==> src/rtl/sram_rr_arbiter.sv <==
`default_nettype none
// ============================================================================
// Module  : sram_rr_arbiter
// Brief   : Round-robin sharing of one single-port SRAM among NUM_PORTS
//           requesters, with read responses routed back via a port-ID pipeline.
// Revision: 1.0
// ============================================================================
module sram_rr_arbiter #(
  parameter  int unsigned NUM_PORTS    = 2,
  parameter  int unsigned DATA_WIDTH   = 64,
  parameter  int unsigned NUM_WORDS    = 1024,
  parameter  int unsigned READ_LATENCY = 1,
  localparam int unsigned AW           = $clog2(NUM_WORDS),
  localparam int unsigned BW           = (DATA_WIDTH + 7) / 8
) (
  input  logic                            clk_i,
  input  logic                            rst_ni,
  input  logic [NUM_PORTS-1:0]            req_valid_i,
  output logic [NUM_PORTS-1:0]            req_ready_o,
  input  logic [NUM_PORTS-1:0]            req_we_i,
  input  logic [NUM_PORTS*AW-1:0]         req_addr_i,
  input  logic [NUM_PORTS*DATA_WIDTH-1:0] req_wdata_i,
  input  logic [NUM_PORTS*BW-1:0]         req_be_i,
  output logic [NUM_PORTS-1:0]            rsp_valid_o,
  output logic [DATA_WIDTH-1:0]           rsp_rdata_o,
  output logic                            sram_req_o,
  output logic                            sram_we_o,
  output logic [AW-1:0]                   sram_addr_o,
  output logic [DATA_WIDTH-1:0]           sram_wdata_o,
  output logic [BW-1:0]                   sram_be_o,
  input  logic [DATA_WIDTH-1:0]           sram_rdata_i
);

  localparam int unsigned c_id_w = (NUM_PORTS > 1) ? $clog2(NUM_PORTS) : 1;

  logic [c_id_w-1:0]                    r_ptr;
  logic [c_id_w-1:0]                    w_idx;
  logic [c_id_w-1:0]                    w_gnt_id;
  logic                                 w_gnt_any;
  logic [NUM_PORTS-1:0]                 w_grant;
  logic                                 w_rd_issue;
  logic [READ_LATENCY-1:0]              r_vld;
  logic [READ_LATENCY-1:0][c_id_w-1:0]  r_id;

  // Scan ports starting at the pointer; the first valid one wins.
  always_comb begin
    w_idx     = '0;
    w_gnt_id  = '0;
    w_gnt_any = 1'b0;
    w_grant   = '0;
    for (int i = 0; i < NUM_PORTS; i++) begin
      w_idx = c_id_w'((32'(r_ptr) + 32'(i)) % 32'(NUM_PORTS));
      if (!w_gnt_any && req_valid_i[w_idx]) begin
        w_gnt_any = 1'b1;
        w_gnt_id  = w_idx;
      end
    end
    if (w_gnt_any && rst_ni) begin
      w_grant[w_gnt_id] = 1'b1;
    end
  end

  assign req_ready_o  = w_grant;
  assign sram_req_o   = rst_ni & (|req_valid_i);
  assign sram_we_o    = req_we_i[w_gnt_id];
  assign sram_addr_o  = req_addr_i[32'(w_gnt_id)*AW +: AW];
  assign sram_wdata_o = req_wdata_i[32'(w_gnt_id)*DATA_WIDTH +: DATA_WIDTH];
  assign sram_be_o    = req_be_i[32'(w_gnt_id)*BW +: BW];
  assign w_rd_issue   = sram_req_o & ~sram_we_o;

  generate
    if (NUM_PORTS == 1) begin : g_ptr_single
      assign r_ptr = '0;
    end else begin : g_ptr_rr
      always_ff @(posedge clk_i) begin
        if (!rst_ni) begin
          r_ptr <= '0;
        end else if (w_gnt_any) begin
          r_ptr <= (32'(w_gnt_id) == NUM_PORTS - 1) ? '0 : w_gnt_id + 1'b1;
        end
      end
    end
  endgenerate

  // In-flight read tags; clearing only the valids is enough to drop them on reset.
  always_ff @(posedge clk_i) begin
    if (!rst_ni) begin
      r_vld <= '0;
    end else begin
      r_vld[0] <= w_rd_issue;
      for (int s = 1; s < READ_LATENCY; s++) begin
        r_vld[s] <= r_vld[s-1];
      end
    end
  end

  always_ff @(posedge clk_i) begin
    r_id[0] <= w_gnt_id;
    for (int s = 1; s < READ_LATENCY; s++) begin
      r_id[s] <= r_id[s-1];
    end
  end

  always_comb begin
    rsp_valid_o = '0;
    if (r_vld[READ_LATENCY-1]) begin
      rsp_valid_o[r_id[READ_LATENCY-1]] = 1'b1;
    end
  end

  assign rsp_rdata_o = sram_rdata_i;

endmodule
`default_nettype wire

==> config.mk <==
export PLATFORM = sky130hd
export DESIGN_NAME = sram_rr_arbiter
export DESIGN_NICKNAME = d
export VERILOG_FILES = /design/src/rtl/sram_rr_arbiter.sv
export SDC_FILE = /design/constraint.sdc
export NUM_CORES = 1
export LEC_CHECK = 0
export CORE_AREA = 4 4 147 149
export DETAILED_ROUTE_END_ITERATION = 12
export DIE_AREA = 0 0 151 153
export SLEW_MARGIN = 5
export SYNTH_ARGS = -nofsm -noshare
export SYNTH_HDL_FRONTEND = slang
export SYNTH_SLANG_ARGS = --single-unit
==> constraint.sdc <==
create_clock -name clk_i -period 1.55 [get_ports clk_i]
set_input_delay 0.2325 -clock clk_i [delete_from_list [all_inputs] [get_ports clk_i]]
set_output_delay 0.2325 -clock clk_i [all_outputs]
set_load 0.01 [all_outputs]
==> results of run 1 <==
[repair_timing]
action                                  in CTS  in global routing
endpoints found under the setup margin      86                 83
hold buffers                                 0                  0
gates cloned                                 8                  0
setup buffers                               19                  3
resized for setup                          500                 17
endpoints found under the hold margin        0                  0
pin swaps                                    1                  0
[per-layer routing]
layer / share of wire (%) / routed length, um / global-route usage, %
met5: 0 / 0 / 0
met3: 15 / 1570 / 4.68
met2: 48 / 4940 / 14.0
met4: 1.2 / 127 / 1.42
met1: 35 / 3590 / 8.47
[power by group through the flow]
stage / registers [uW] / clock network (uW) / logic [uW]
final: 86.4 / 409 / 1720
after global routing: 87.6 / 429 / 1820
after CTS: 86.5 / 418 / 1770
after detailed placement: 86.8 / 0 / 1370
after global placement: 86.5 / 0 / 1370
after floorplan: 86.7 / 0 / 648
[synth_stat cells (all sizes together)]
master	n
mux2	83
buf	73
dfxtp	3
inv	3
nor2	3
nand2	2
and2	1
nand2b	1
nand3	1
nor2b	1
o211a	1
o32ai	1
[cells by family after synthesis]
logic type / share of synthesized area [%]
multiplexers: 60.8
AO/OA/AOI/OAI: 1.06
buffers and inverters: 32.2
flip-flops: 3.40
AND/OR/NAND/NOR: 2.55
[flip-flops by register name, indices dropped and copies added (netlist names)]
register and cells:
r_id 1, r_vld 1, r_ptr 1
[worst max-delay path by stage]
stage,endpoint,slack (ns)
global route,sram_wdata_o[31],-0.36
finish,sram_wdata_o[31],-0.32
floorplan,sram_wdata_o[15],0.16
global placement,sram_be_o[1],-0.79
CTS,sram_wdata_o[55],-0.36
detailed placement,sram_be_o[1],-0.77
[metrics by stage]
step	area (um2)	power (uW)
finish	5110	2220
global route	5110	2340
CTS	5160	2270
detailed placement	4290	1460
global placement	4290	1460
floorplan	1770	734
[cell type report]
| cell class | count | share of cell area [%] |
|---|---|---|
| Timing Repair Buffer | 298 | 64.4 |
| Multi-Input combinational cell | 94 | 26.1 |
| Tap cell | 270 | 6.61 |
| Clock buffer | 4 | 1.54 |
| Sequential cell | 3 | 1.20 |
| Inverter | 3 | 0.220 |
[worst register-to-register path, cell delays in order, from the launching register on]
cell and delay [ns]:
sky130_fd_sc_hd__dfxtp_2 0.32, sky130_fd_sc_hd__nand2b_4 0.15, sky130_fd_sc_hd__nand2_8 0.07, sky130_fd_sc_hd__buf_12 0.16, sky130_fd_sc_hd__buf_8 0.13, sky130_fd_sc_hd__o32ai_1 0.20
==> metrics.log, run 1 <==
[metrics] reg-to-reg critical path startpoint: r_ptr$_SDFFE_PN0P_
[metrics] total congestion overflow: 0
[metrics] buffering stage count on the worst path with inverters included: 4
[metrics] Post-Layout Cell Count: 672
[metrics] count of H-tree levels built during CTS: 1
[metrics] instance count of the mapped netlist: 173
[metrics] CP dominant cell by count: sky130_fd_sc_hd__buf_12
[metrics] worst slack at placement: -0.773 ns
[metrics] Combinational Power Share: 77.7%
[metrics] Final Net Count: 637
[metrics] class of the tightest hold or removal check: in2out
[metrics] hold path depth: 0
[metrics] initial detailed-routing violation count: 24
[metrics] syn_nets: 407
[metrics] unrepaired setup endpoints after global routing: true
[metrics] chip height: 153 um
[metrics] cell type of the slowest stage on the worst timing path: sky130_fd_sc_hd__dfxtp_2
[metrics] number of library cell types mapped by synthesis: 16
[metrics] CTS tree: yes
[metrics] proportion of power drawn by flip-flops and latches: 3.9%
[metrics] min cycle time layout: 1.87 ns
[metrics] routed vias: 2169
[metrics] Clk Latency, worst-skew pair: 0.22 ns
[metrics] sequence of cells on the critical path: nand2b_4, nand2_8, buf_12, buf_12, buf_12, mux2_4, buf_6
[metrics] source of the worst hold timing path: sram_rdata_i[5]
[metrics] Hold EP: rsp_rdata_o[5]
[metrics] core occupancy in the finished layout: 25.3%
[metrics] cell-internal power: 1630 uW
[metrics] vias per inst: 3.23
[metrics] clock root buffer: sky130_fd_sc_hd__clkbuf_16
[metrics] Avg Cell Area, Syn: 10.2 um2
[metrics] slack of the worst reg-to-reg path: 0.43 ns
[metrics] final worst-path setup slack: -0.324 ns
[metrics] power density normalized to cell area: 434 nW/um2
[metrics] switching power total: 584 uW
[metrics] final slew viol count: 0
[metrics] share of synthesized area occupied by flip-flops and latches: 3.40%
[metrics] ant diodes: 0
[metrics] placed cell count: 644
[metrics] maximum fanout count along the critical path: 7
[metrics] flops & latches, synth: 3
[metrics] Yosys warning count: 0
[metrics] antenna violations before repair: 0
[metrics] Worst Hold Slack: 0.465 ns
[metrics] effective utilization at floorplan: 8.75%
[metrics] global-route usage over all layers: 8.04%
[metrics] footprint of the flip-flops and latches: 61.3 um2
[metrics] Final ANT Viol Nets: 0
[metrics] endpoint arrival time on the critical path: 1.64 ns
[metrics] Layout fillers: 2128
[metrics] clock slew at reported path FFs: 0.03 ns
[metrics] number of endpoints with negative hold slack in the final report: 0
[metrics] number of standard-cell rows in the floorplan: 52
[metrics] synthesized area: 1770 um2
[metrics] first-pass GRT wire length: 14.2 mm
[metrics] sort of element at the start of the critical path: flip-flop
[metrics] ranking of synthesized cells by area: sky130_fd_sc_hd__mux2_4 (31%), sky130_fd_sc_hd__mux2_2 (29%), sky130_fd_sc_hd__buf_4 (27%)
[metrics] Critical Setup Path Class: reg2out
[metrics] Core Box Area: 20200 um2
[metrics] portion of the clock cycle consumed by the worst path in the final layout: 121%
[metrics] number of design rule violations left after detail routing: 0
[metrics] Max Root-Sink Buffers: 2
[metrics] data required time at the worst endpoint: 1.32 ns
[metrics] portion of synthesized cell area occupied by the leading cell type: 31.5%
[metrics] r2r worst-path depth: 5
[metrics] Setup Skew: 0.00106 ns
[metrics] most used cells in the layout excluding fill and tap cells: sky130_fd_sc_hd__clkdlybuf4s50_1 (169), sky130_fd_sc_hd__buf_6 (101), sky130_fd_sc_hd__mux2_4 (83)
[metrics] leakage power figure: 0.00236 uW
[metrics] number of sinks driven by the clock tree: 3
[metrics] Sum Neg Setup Slack: -20.48 ns
[metrics] Clock power frac: 18.4%
[metrics] Detail Placement HPWL: 7.55 mm
[metrics] maxcap violations: 0
[metrics] WL/cell: 15.2 um
[metrics] chip width: 151 um
[metrics] via count of the first global-routing pass: 2476
[metrics] number of buffers inserted during clock tree synthesis: 3
[metrics] Max stage delay on crit path: 0.32 ns
[metrics] Worst slew margin: 83.1%
[metrics] Peak supply drop: 0.277 mV
[metrics] Final GP Congestion: 0.726
[metrics] setup violators final: 83
[metrics] Least-Margin Pin Slew: 0.253 ns
[metrics] depth of the critical timing path with buffers and inverters included: 7
[metrics] result of the run: finished with violations
[metrics] start point of the critical path: r_ptr$_SDFFE_PN0P_
[metrics] most frequent standard cell in the layout excluding fill and tap cells: sky130_fd_sc_hd__clkdlybuf4s50_1
[metrics] peak clock frequency supported by timing: 534 MHz
[metrics] area used by multi-input combinational logic: 1330 um2
[metrics] cell type group with the largest total delay on the critical path: buffers and inverters
[metrics] number of iterations in the first detailed-routing pass: 3
[metrics] nature of the critical path endpoint: primary output
[metrics] switching part of the total power: 26.3%
[metrics] cell taking the most area after synthesis: sky130_fd_sc_hd__mux2_4
[metrics] Top-Level Pins: 386
[metrics] pin count of the biggest net entering global routing: 8
[metrics] port bufs: 257
[metrics] total wirelength of the detailed-routed design: 10.2 mm
[metrics] ratio of cells with drive above 1 in the final layout: 53.2%
[metrics] area delta synth->final: 189%
[metrics] Reg-to-Reg End: r_vld$_SDFF_PN0_
[metrics] violations in the final reports: setup timing
[metrics] Die Outline Area: 23100 um2
No activity file was read; power rests on OpenSTA's default activity.
==> run 2: changes to the inputs <==
--- a/config.mk
+++ b/config.mk
@@ -5,7 +5,7 @@
 export SDC_FILE = /design/constraint.sdc
 export NUM_CORES = 1
 export LEC_CHECK = 0
-export CORE_AREA = 4 4 147 149
+export CORE_AREA = 2 2 149 151
 export DETAILED_ROUTE_END_ITERATION = 12
 export DIE_AREA = 0 0 151 153
 export SLEW_MARGIN = 5
==> constraint.sdc (replaced) <==
create_clock -name clk_i -period 1.9 [get_ports clk_i]
set_input_delay 0.285 -clock clk_i [delete_from_list [all_inputs] [get_ports clk_i]]
set_output_delay 0.285 -clock clk_i [all_outputs]
set_load 0.01 [all_outputs]
==> metrics.log, run 2 (synthesized netlist as in run 1, its figures left out) <==
[metrics] Peak supply drop: 0.203 mV (-27%)
[metrics] first-pass GRT wire length: 13.4 mm (-5.8%)
[metrics] number of sinks driven by the clock tree: 3 (unchanged)
[metrics] peak clock frequency supported by timing: 501 MHz
[metrics] start point of the critical path: r_ptr$_SDFFE_PN0P_
[metrics] area delta synth->final: 166%
[metrics] Least-Margin Pin Slew: 0.233 ns (-0.0201 ns)
[metrics] cell type group with the largest total delay on the critical path: buffers and inverters
[metrics] power density normalized to cell area: 349 nW/um2 (-19%)
[metrics] Pwr Total: 1640 uW (-26%)
[metrics] vias per inst: 3.25 (+0.55%)
[metrics] Die Outline Area: 23100 um2 (unchanged)
[metrics] depth of the critical timing path with buffers and inverters included: 8 (+1)
[metrics] clock slew at reported path FFs: 0.03 ns (about the same)
[metrics] most frequent standard cell in the layout excluding fill and tap cells: sky130_fd_sc_hd__clkdlybuf4s50_1
[metrics] cell type of the slowest stage on the worst timing path: sky130_fd_sc_hd__dfxtp_2
[metrics] sequence of cells on the critical path: nand2b_4, nand2_8, buf_12, buf_12, buf_16, buf_12, mux2_4, buf_6
[metrics] class of the tightest hold or removal check: in2out
[metrics] pin count of the biggest net entering global routing: 14 (+6)
[metrics] min cycle time layout: 2.00 ns
[metrics] initial detailed-routing violation count: 48 (+100%)
[metrics] total congestion overflow: 0 (unchanged)
[metrics] Worst slew margin: 84.4% (+1.3 points)
[metrics] most used cells in the layout excluding fill and tap cells: sky130_fd_sc_hd__clkdlybuf4s50_1 (171), sky130_fd_sc_hd__mux2_4 (51), sky130_fd_sc_hd__buf_6 (48)
[metrics] port bufs: 257 (unchanged)
[metrics] Final ANT Viol Nets: 0 (unchanged)
[metrics] largest registers: r_id x1, r_ptr x1, r_vld x1
[metrics] data required time at the worst endpoint: 1.62 ns (+0.30 ns)
[metrics] worst slack at placement: -0.488 ns (+0.285 ns)
[metrics] final slew viol count: 0 (unchanged)
[metrics] slack of the worst reg-to-reg path: 0.51 ns (+0.08 ns)
[metrics] global-route usage over all layers: 7.73% (-0.30 points)
[metrics] ratio of cells with drive above 1 in the final layout: 51.5% (-1.7 points)
[metrics] endpoint arrival time on the critical path: 1.71 ns (+0.07 ns)
[metrics] clock root buffer: sky130_fd_sc_hd__clkbuf_16
[metrics] Max Root-Sink Buffers: 2 (unchanged)
[metrics] Detail Placement HPWL: 7.12 mm (-5.7%)
[metrics] ant diodes: 0 (unchanged)
[metrics] result of the run: finished with violations
[metrics] number of design rule violations left after detail routing: 0 (unchanged)
[metrics] number of endpoints with negative hold slack in the final report: 0 (unchanged)
[metrics] portion of the clock cycle consumed by the worst path in the final layout: 105%
[metrics] final worst-path setup slack: -0.0957 ns (+0.228 ns)
[metrics] core occupancy in the finished layout: 21.8% (-3.5 points)
[metrics] Top-Level Pins: 386 (unchanged)
[metrics] Clk Latency, worst-skew pair: 0.23 ns (about the same)
[metrics] via count of the first global-routing pass: 2394 (-3.3%)
[metrics] Final Net Count: 631 (-0.94%)
[metrics] last element of the critical path: sram_wdata_o[20]
[metrics] unrepaired setup endpoints after global routing: true
[metrics] Reg-to-Reg End: r_vld$_SDFF_PN0_
[metrics] CTS Hold Bufs: 0 (unchanged)
[metrics] number of iterations in the first detailed-routing pass: 4 (+1)
[metrics] buffering stage count on the worst path with inverters included: 5 (+1)
[metrics] nature of the critical path endpoint: primary output
[metrics] count of H-tree levels built during CTS: 1 (unchanged)
[metrics] Final GP Congestion: 0.663 (-8.7%)
[metrics] violations in the final reports: setup timing
[metrics] routed vias: 2194 (+1.2%)
[metrics] WL/cell: 14.0 um (-7.7%)
[metrics] number of buffers inserted during clock tree synthesis: 3 (unchanged)
[metrics] reg-to-reg critical path startpoint: r_ptr$_SDFFE_PN0P_
[metrics] Critical Setup Path Class: reg2out
[metrics] chip width: 151 um (unchanged)
[metrics] total wirelength of the detailed-routed design: 9.49 mm (-7.2%)
[metrics] maxcap violations: 0 (unchanged)
[metrics] antenna violations before repair: 0 (unchanged)
[metrics] Core Box Area: 21500 um2 (+6.5%)
[metrics] effective utilization at floorplan: 8.22% (-0.54 points)
[metrics] r2r worst-path depth: 7 (+2)
[metrics] Max stage delay on crit path: 0.31 ns (about the same)
[metrics] Setup Skew: 0.00527 ns (+0.00421 ns)
[metrics] setup violators final: 11 (-87%)
[metrics] leakage power figure: 0.00208 uW (-12%)
[metrics] CP dominant cell by count: sky130_fd_sc_hd__buf_12
[metrics] sort of element at the start of the critical path: flip-flop
[metrics] chip height: 153 um (unchanged)
[metrics] CTS tree: yes
[metrics] maximum fanout count along the critical path: 5 (-2)
[metrics] number of standard-cell rows in the floorplan: 54 (+3.8%)
==> run 2: per-stage QoR <==
stage                     hold WS (ns)  area (um2)  setup TNS [ns]  cells
after floorplan                  0.383        1770               0    173
after global placement           0.570        4220          -37.96    645
after detailed placement         0.570        4220          -37.80    645
after CTS                        0.570        4700           -3.28    679
after global routing             0.570        4690           -1.71    676
final                            0.570        4690          -0.151    676
==> run 2: layer usage <==
metal / track usage (%) / routed length (um) / vias to the layer above
li1: - / - / 981
met1: 7.95 / 3300 / 972
met2: 14.1 / 4630 / 232
met3: 3.76 / 1460 / 9
met4: 1.42 / 100 / 0
met5: 1.09 / 0 / -
==> run 2: repair_timing <==
item	4_1_cts	5_1_grt
endpoints found under the hold margin	0	0
buffers inserted	25	1
cloned	6	0
gates resized for setup	389	23
pin swaps	1	0
setup endpoints to repair	86	54
==> run 2: report_power, final <==
group / total [uW] / internal [uW] / switching [uW]
Sequential: 70.3 / 68.5 / 1.80
Clock: 347 / 278 / 68.6
Combinational: 1220 / 852 / 372
Total: 1640 / 1200 / 442
==> run 2: worst min path at each step <==
stage,start,endpoint,slack [ns],depth (start not counted)
2_1_floorplan,req_we_i[0],r_vld$_SDFF_PN0_,0.38,1
3_3_place_gp,sram_rdata_i[10],rsp_rdata_o[10],0.57,0
3_5_place_dp,sram_rdata_i[10],rsp_rdata_o[10],0.57,0
4_1_cts,sram_rdata_i[10],rsp_rdata_o[10],0.57,0
5_1_grt,sram_rdata_i[32],rsp_rdata_o[32],0.57,0
6_report,sram_rdata_i[32],rsp_rdata_o[32],0.57,0
==> run 2: final cells by class <==
cell class / instances / area (um2)
Fill cell: 2368 / 16800
Timing Repair Buffer: 292 / 2980
Multi-Input combinational cell: 94 / 1210
Tap cell: 280 / 350
Clock buffer: 4 / 78.8
Sequential cell: 3 / 61.3
Inverter: 3 / 11.3
